### src/rtl/plic_ctrl_pkg.sv
// plic_ctrl_pkg: shared target state type, id/owner width helpers and default
// counter widths for the PLIC claim/complete sequencer.
package plic_ctrl_pkg;

    typedef enum logic {IDLE, WAIT_FENCE} tgt_state_e;

    localparam int DEF_TOW  = 26;
    localparam int DEF_DEFW = 5;

    function automatic int id_width(input int n_source);
        return $clog2(n_source + 1);
    endfunction

    function automatic int owner_width(input int n_target);
        return n_target > 1 ? $clog2(n_target) : 1;
    endfunction

endpackage

### src/rtl/plic_claim_timer.sv
// plic_claim_timer: one source's claim timeout counter; with PLIC_OWNER_CHECK_EN
// it also holds the owning target and an owner-valid flag.
module plic_claim_timer #(
    parameter int TOW  = 26,
    parameter int TGTW = 1
) (
    input  logic            clk_i,
    input  logic            rst_ni,
    input  logic            load_i,
    input  logic            clear_i,
    input  logic [TOW-1:0]  reload_i,
`ifdef PLIC_OWNER_CHECK_EN
    input  logic [TGTW-1:0] owner_i,
    output logic [TGTW-1:0] owner_o,
    output logic            owner_vld_o,
`endif
    output logic            expire_o
);

    logic [TOW-1:0] cnt_q;

    // a reload or an explicit complete in the expiry cycle pre-empts the timeout
    assign expire_o = cnt_q == TOW'(1) && !load_i && !clear_i;

    always_ff @(posedge clk_i or negedge rst_ni)
        if (!rst_ni) cnt_q <= '0;
        else if (load_i) cnt_q <= reload_i;
        else if (clear_i) cnt_q <= '0;
        else if (cnt_q != '0) cnt_q <= cnt_q - 1'b1;

`ifdef PLIC_OWNER_CHECK_EN
    always_ff @(posedge clk_i or negedge rst_ni)
        if (!rst_ni) begin
            owner_o     <= '0;
            owner_vld_o <= 1'b0;
        end else if (load_i) begin
            owner_o     <= owner_i;
            owner_vld_o <= 1'b1;
        end else if (clear_i || expire_o) begin
            owner_vld_o <= 1'b0;
        end
`else
    localparam int unused_tgtw = TGTW;
`endif

endmodule

### src/rtl/plic_claim_ctrl.sv
// plic_claim_ctrl: per-target claim/fence sequencer plus per-source claim timers
// driving the PLIC gateway. Define PLIC_OWNER_CHECK_EN to accept completes only from the owner.
module plic_claim_ctrl
    import plic_ctrl_pkg::*;
#(
    parameter int N_SOURCE = 30,
    parameter int N_TARGET = 2,
    parameter int TOW      = DEF_TOW,
    parameter int DEFW     = DEF_DEFW,
    parameter int SRCW     = id_width(N_SOURCE),
    parameter int TGTW     = owner_width(N_TARGET)
) (
    input  logic                          clk_i,
    input  logic                          rst_ni,
    input  logic [N_TARGET-1:0]           claim_re_i,
    input  logic [N_TARGET-1:0][SRCW-1:0] claim_id_i,
    input  logic [N_TARGET-1:0]           fence_i,
    input  logic [N_TARGET-1:0]           complete_we_i,
    input  logic [N_TARGET-1:0][SRCW-1:0] complete_id_i,
    input  logic [TOW-1:0]                cfg_timeout_i,
    input  logic [DEFW-1:0]               cfg_defer_i,
    output logic [N_SOURCE-1:0]           claim_o,
    output logic [N_SOURCE-1:0]           complete_o,
    output logic [N_SOURCE-1:0]           timeout_o,
    output logic [N_TARGET-1:0]           irq_mask_o,
    output logic [15:0]                   drop_cnt_o
);

    localparam logic [SRCW-1:0] MAX_ID = SRCW'(N_SOURCE);

    logic [N_TARGET-1:0]           commit, abandon;
    logic [N_TARGET-1:0][SRCW-1:0] commit_id;
    logic [N_SOURCE-1:0]           load, cmp, expire;
    logic [15:0]                   drops;
    logic [16:0]                   drop_sum;
`ifdef PLIC_OWNER_CHECK_EN
    logic [TGTW-1:0]     load_tgt [N_SOURCE];
    logic [TGTW-1:0]     owner    [N_SOURCE];
    logic [N_SOURCE-1:0] owner_vld;
`else
    localparam int unused_tgtw = TGTW;
`endif

    for (genvar t = 0; t < N_TARGET; t++) begin : g_tgt
        tgt_state_e      state_q, state_d;
        logic [DEFW-1:0] win_q, win_d;
        logic [SRCW-1:0] id_q, id_d;
        logic            commit_t, abandon_t;
        always_comb begin
            state_d   = state_q;
            win_d     = win_q;
            id_d      = id_q;
            commit_t  = 1'b0;
            abandon_t = 1'b0;
            if (state_q == IDLE) begin
                if (claim_re_i[t] && claim_id_i[t] != '0) begin
                    state_d = WAIT_FENCE;
                    win_d   = cfg_defer_i;
                    id_d    = claim_id_i[t];
                end
            end else if (fence_i[t]) begin
                state_d  = IDLE;
                commit_t = 1'b1;
            end else if (win_q == '0) begin
                state_d   = IDLE;
                abandon_t = 1'b1;
            end else begin
                win_d = win_q - 1'b1;
            end
        end
        always_ff @(posedge clk_i or negedge rst_ni)
            if (!rst_ni) begin
                state_q <= IDLE;
                win_q   <= '0;
                id_q    <= '0;
            end else begin
                state_q <= state_d;
                win_q   <= win_d;
                id_q    <= id_d;
            end
        assign commit[t]     = commit_t;
        assign abandon[t]    = abandon_t;
        assign commit_id[t]  = id_q;
        assign irq_mask_o[t] = state_q == WAIT_FENCE;
    end

    // lowest target index wins a contested source; every loser counts as a drop
    always_comb begin
        logic [SRCW-1:0] idx;
        idx   = '0;
        load  = '0;
        cmp   = '0;
        drops = '0;
`ifdef PLIC_OWNER_CHECK_EN
        load_tgt = '{default: '0};
`endif
        for (int i = 0; i < N_TARGET; i++) begin
            if (abandon[i]) drops = drops + 16'd1;
            idx = commit_id[i] - 1'b1;
            if (commit[i]) begin
                if (commit_id[i] > MAX_ID || load[idx]) begin
                    drops = drops + 16'd1;
                end else begin
                    load[idx] = 1'b1;
`ifdef PLIC_OWNER_CHECK_EN
                    load_tgt[idx] = TGTW'(i);
`endif
                end
            end
            idx = complete_id_i[i] - 1'b1;
            if (complete_we_i[i] && complete_id_i[i] != '0 && complete_id_i[i] <= MAX_ID) begin
`ifdef PLIC_OWNER_CHECK_EN
                if (owner_vld[idx] && owner[idx] == TGTW'(i)) cmp[idx] = 1'b1;
                else drops = drops + 16'd1;
`else
                cmp[idx] = 1'b1;
`endif
            end
        end
    end

    for (genvar s = 0; s < N_SOURCE; s++) begin : g_src
        plic_claim_timer #(.TOW(TOW), .TGTW(TGTW)) u_timer (
            .clk_i,
            .rst_ni,
            .load_i      (load[s]),
            .clear_i     (cmp[s]),
            .reload_i    (cfg_timeout_i),
`ifdef PLIC_OWNER_CHECK_EN
            .owner_i     (load_tgt[s]),
            .owner_o     (owner[s]),
            .owner_vld_o (owner_vld[s]),
`endif
            .expire_o    (expire[s])
        );
    end

    assign drop_sum = {1'b0, drop_cnt_o} + {1'b0, drops};

    always_ff @(posedge clk_i or negedge rst_ni)
        if (!rst_ni) begin
            claim_o    <= '0;
            complete_o <= '0;
            timeout_o  <= '0;
            drop_cnt_o <= '0;
        end else begin
            claim_o    <= load;
            complete_o <= cmp | expire;
            timeout_o  <= expire;
            drop_cnt_o <= drop_sum[16] ? 16'hFFFF : drop_sum[15:0];
        end

endmodule
### config.mk
export PLATFORM = sky130hd
export DESIGN_NAME = plic_claim_ctrl
export DESIGN_NICKNAME = d
export VERILOG_FILES = /design/src/rtl/plic_ctrl_pkg.sv /design/src/rtl/plic_claim_timer.sv /design/src/rtl/plic_claim_ctrl.sv
export SDC_FILE = /design/constraint.sdc
export NUM_CORES = 2
export LEC_CHECK = 0
export ABC_AREA = 1
export CAP_MARGIN = 5
export CORE_ASPECT_RATIO = 0.7
export CORE_MARGIN = 3
export CORE_UTILIZATION = 60
export DETAILED_ROUTE_END_ITERATION = 7
export PLACE_DENSITY = 0.76
export SYNTH_ARGS = -nofsm -noshare
export SYNTH_HDL_FRONTEND = slang
export SYNTH_SLANG_ARGS = --single-unit
### constraint.sdc
create_clock -name clk_i -period 12.2 [get_ports clk_i]
set_input_delay 1.83 -clock clk_i [delete_from_list [all_inputs] [get_ports clk_i]]
set_output_delay 1.83 -clock clk_i [all_outputs]
set_load 0.02 [all_outputs]
==> qor.yml <==
htreeDepth: 3
cts_resized: 0
ys_top_cells_by_area: "dfrtp_1 (35%), nand2_1 (17%), nor2_1 (9.2%), nand3_1 (8.3%), inv_1 (7.4%)"
holdWs_ns: 0.504
ir_drop_mv: 0.137
final_antenna_net_count: 0
drt_iter0_drc: 7751
cp-start-kind: "input port"
rsz0062_at_grt: "no"
grt_pass1_wl_um: 322000
grt_max_degree: 157
place_congestion: 0.936
wl_per_cell_um: 17.9
worst-path-max-fanout: 31
setup_violations: 0
critical_path_class: "input port to flop"
overflow: 0
leakagePower_nw: 38.6
portBuffers: 166
cts_buffer_depth: 3
rrSetupSlack_ns: 5.99
maxCapViolCount: 0
post_dp_cell_area_um2: 67200
finalCriticalPeriod_ns: 7.14
yosys.area.top_type: "dfrtp_1"
cts_tree: "done"
ioPinCount: 167
die-area_um2: 114000
relSlewSlack_pct: 16.2
p_per_area_nw_per_um2: 232
totalWireLength_um: 204000
stdcell_area_um2: 70400
hold_buffers: 0
dieHeight_um: 283
synth_edf_count: 0
min_period_over_period_pct: 58.5
synthesis.area_per_instance_um2: 6.58
grt_pass1_vias: 57600
worstSkewPairLatency_ns: 0.70
clkSinkCount: 908
regArea_um2: 22700
yosysTopAreaCellShare_pct: 34.5
status: "complete, no violations"
antenna_found_initial: 3
ys_types: 52
nFillCells: 9665
cts_made_buffers: 94
start_util_pct: 61.2
maxSlewViolCount: 0
finalHoldViolCount: 0
hpwl_um: 121000
worstSetupEndpointType: "flop"
drc: 0
num_vias: 63600
finClkSkew_ns: 0.0219
cp.required_ns: 12.78
dr.pass1.iters: 8
viasPerCell: 5.57
worst_slew_pin_slew_ns: 1.25
fin_util_pct: 65.4
clockRootBuffer: "clkbuf_16"
core_area_um2: 108000
clk_pin_slew_ns: 0.06
hp-class: "flop to flop"
std_cell_rows: 100
multiInputGateArea_um2: 35500
drive_gt1_share_pct: 4.41
netlist_instances: 10000
ys_ff_latch: 908
synth-warning-count: 0
synthFlopType: "dfrtp_1"
grtUsageTotal_pct: 35.0
cp.arrival_ns: 7.71
syn-cell-area_um2: 65800
timing.fmax_ghz: 0.140
ys_seq_area_share_pct: 34.5
syn_to_final_growth_pct: 6.96
synth_nets: 10100
post_cts_buffers: 0
die_w_um: 402
nets: 10000
synth_async_sr_flop_share_pct: 100
tns_ns: 0
power by group:
group / internal (W) / switching, W
logic: 0.00309 / 0.00436
clock network: 0.00175 / 0.00132
registers: 0.00432 / 0.00146
path summary, 6_finish.rpt:
check	depth (start not counted)	endpoint	startpoint
max in group asynchronous	3	g_src[22].u_timer.cnt_q[4]$_DFFE_PN0P_	rst_ni
max reg2reg	20	drop_cnt_o[14]$_DFF_PN0_	g_tgt[1].id_q[0]$_DFFE_PN0P_
min	2	g_src[18].u_timer.cnt_q[1]$_DFFE_PN0P_	g_src[18].u_timer.cnt_q[1]$_DFFE_PN0P_
min reg2reg	2	g_src[18].u_timer.cnt_q[1]$_DFFE_PN0P_	g_src[18].u_timer.cnt_q[1]$_DFFE_PN0P_
max	23	drop_cnt_o[14]$_DFF_PN0_	fence_i[0]
min in group asynchronous	1	claim_o[7]$_DFF_PN0_	rst_ni
cell usage in the layout (no fill, tap or decap), drive strengths merged, types with 6 or more instances in the layout:
cell / Yosys / final
a21oi: 92 / 92
buf: 238 / 123
bufinv: 0 / 10
clkbuf: 220 / 134
clkdlybuf4s50: 0 / 139
clkinv: 1 / 14
clkinvlp: 0 / 12
dfrtp: 908 / 908
ha: 76 / 76
inv: 1300 / 1305
nand2: 3051 / 3051
nand3: 1127 / 1127
nand3b: 10 / 10
nand4: 188 / 188
nor2: 1628 / 1628
nor3: 227 / 227
nor4: 112 / 112
o211ai: 6 / 6
o21ai: 115 / 115
or2: 29 / 29
or4: 10 / 10
xnor2: 253 / 253
xor2: 392 / 392
routing by layer:
metal	up-vias	GRT usage [%]	wire [um]	share of wire, %
li1	30700	-	-	-
met1	29400	51.6	88300	43
met5	-	0	7	0.0034
met3	423	6.76	23800	12
met2	3083	51.9	85700	42
met4	2	10.6	6710	3.3
worst max-delay path, cell delays in order:
cell	delay, ns
clkdlybuf4s50_1	0.52
nand2_2	0.15
o21bai_4	0.24
nor2_2	0.29
nand3_2	0.72
nand2_1	0.23
a21oi_1	0.08
nand2_1	0.13
nand3_1	0.07
nand2_1	0.12
nand2_4	0.52
a21oi_1	0.74
xor2_1	0.20
ha_1	0.19
inv_1	0.05
fa_1	0.39
o21ai_0	0.32
nand2_1	0.18
nor2_1	0.25
nand2_1	0.14
inv_1	0.07
nand3_1	0.08
a21o_1	0.19
cell type report:
class                   count  share of cell area (%)
diodes                      3                  0.0107
clock buffers             134                    3.83
clock inverters            40                   0.709
inverters                1301                    6.94
multi-input cells        7342                    50.4
flip-flops and latches    908                    32.3
well taps                1428                    2.54
repair buffers            262                    3.28
cell usage after synthesis (6+ instances only):
master    count
nand2_1    3017
nor2_1     1620
inv_1      1291
nand3_1    1097
dfrtp_1     908
xor2_1      392
xnor2_1     253
nor3_1      227
clkbuf_1    220
nand4_1     162
nor4_1      112
a21oi_1      92
buf_6        88
o21ai_0      84
buf_4        76
ha_1         76
buf_2        57
nand2_4      29
nand3_4      29
or2_2        29
o21ai_2      23
nand4_4      17
buf_1        16
nand3b_1     10
or4_1        10
inv_2         9
nand4_2       9
o21ai_1       8
o211ai_1      6
registers in the layout, summed over array words and instances (netlist names):
register and cells:
g_src.u_timer.cnt_q 780, complete_o 30, g_tgt.win_q 10, claim_o 30, drop_cnt_o 16, g_tgt.id_q 10, g_tgt.state_q 2, timeout_o 30
metrics by stage:
step                power (W)  std cells  setup WS [ns]
floorplan              0.0116      10000           7.04
global placement       0.0128      11200           4.56
detailed placement     0.0131      11200           4.43
CTS                    0.0162      11400           5.17
global route           0.0178      11400           4.62
finish                 0.0163      11400           5.06
kinds of logic after synthesis:
family | after synthesis | synth area share [%]
AO/OA/AOI/OAI | 230 | 1.99
XOR/XNOR | 645 | 8.58
adder cells (fa/ha/maj) | 77 | 1.47
buffers and inverters | 1759 | 11.6
flip-flops | 908 | 34.5
other | 1 | 0.00570
AND/OR/NAND/NOR | 6389 | 41.8
(Power assumes the default switching activity.)
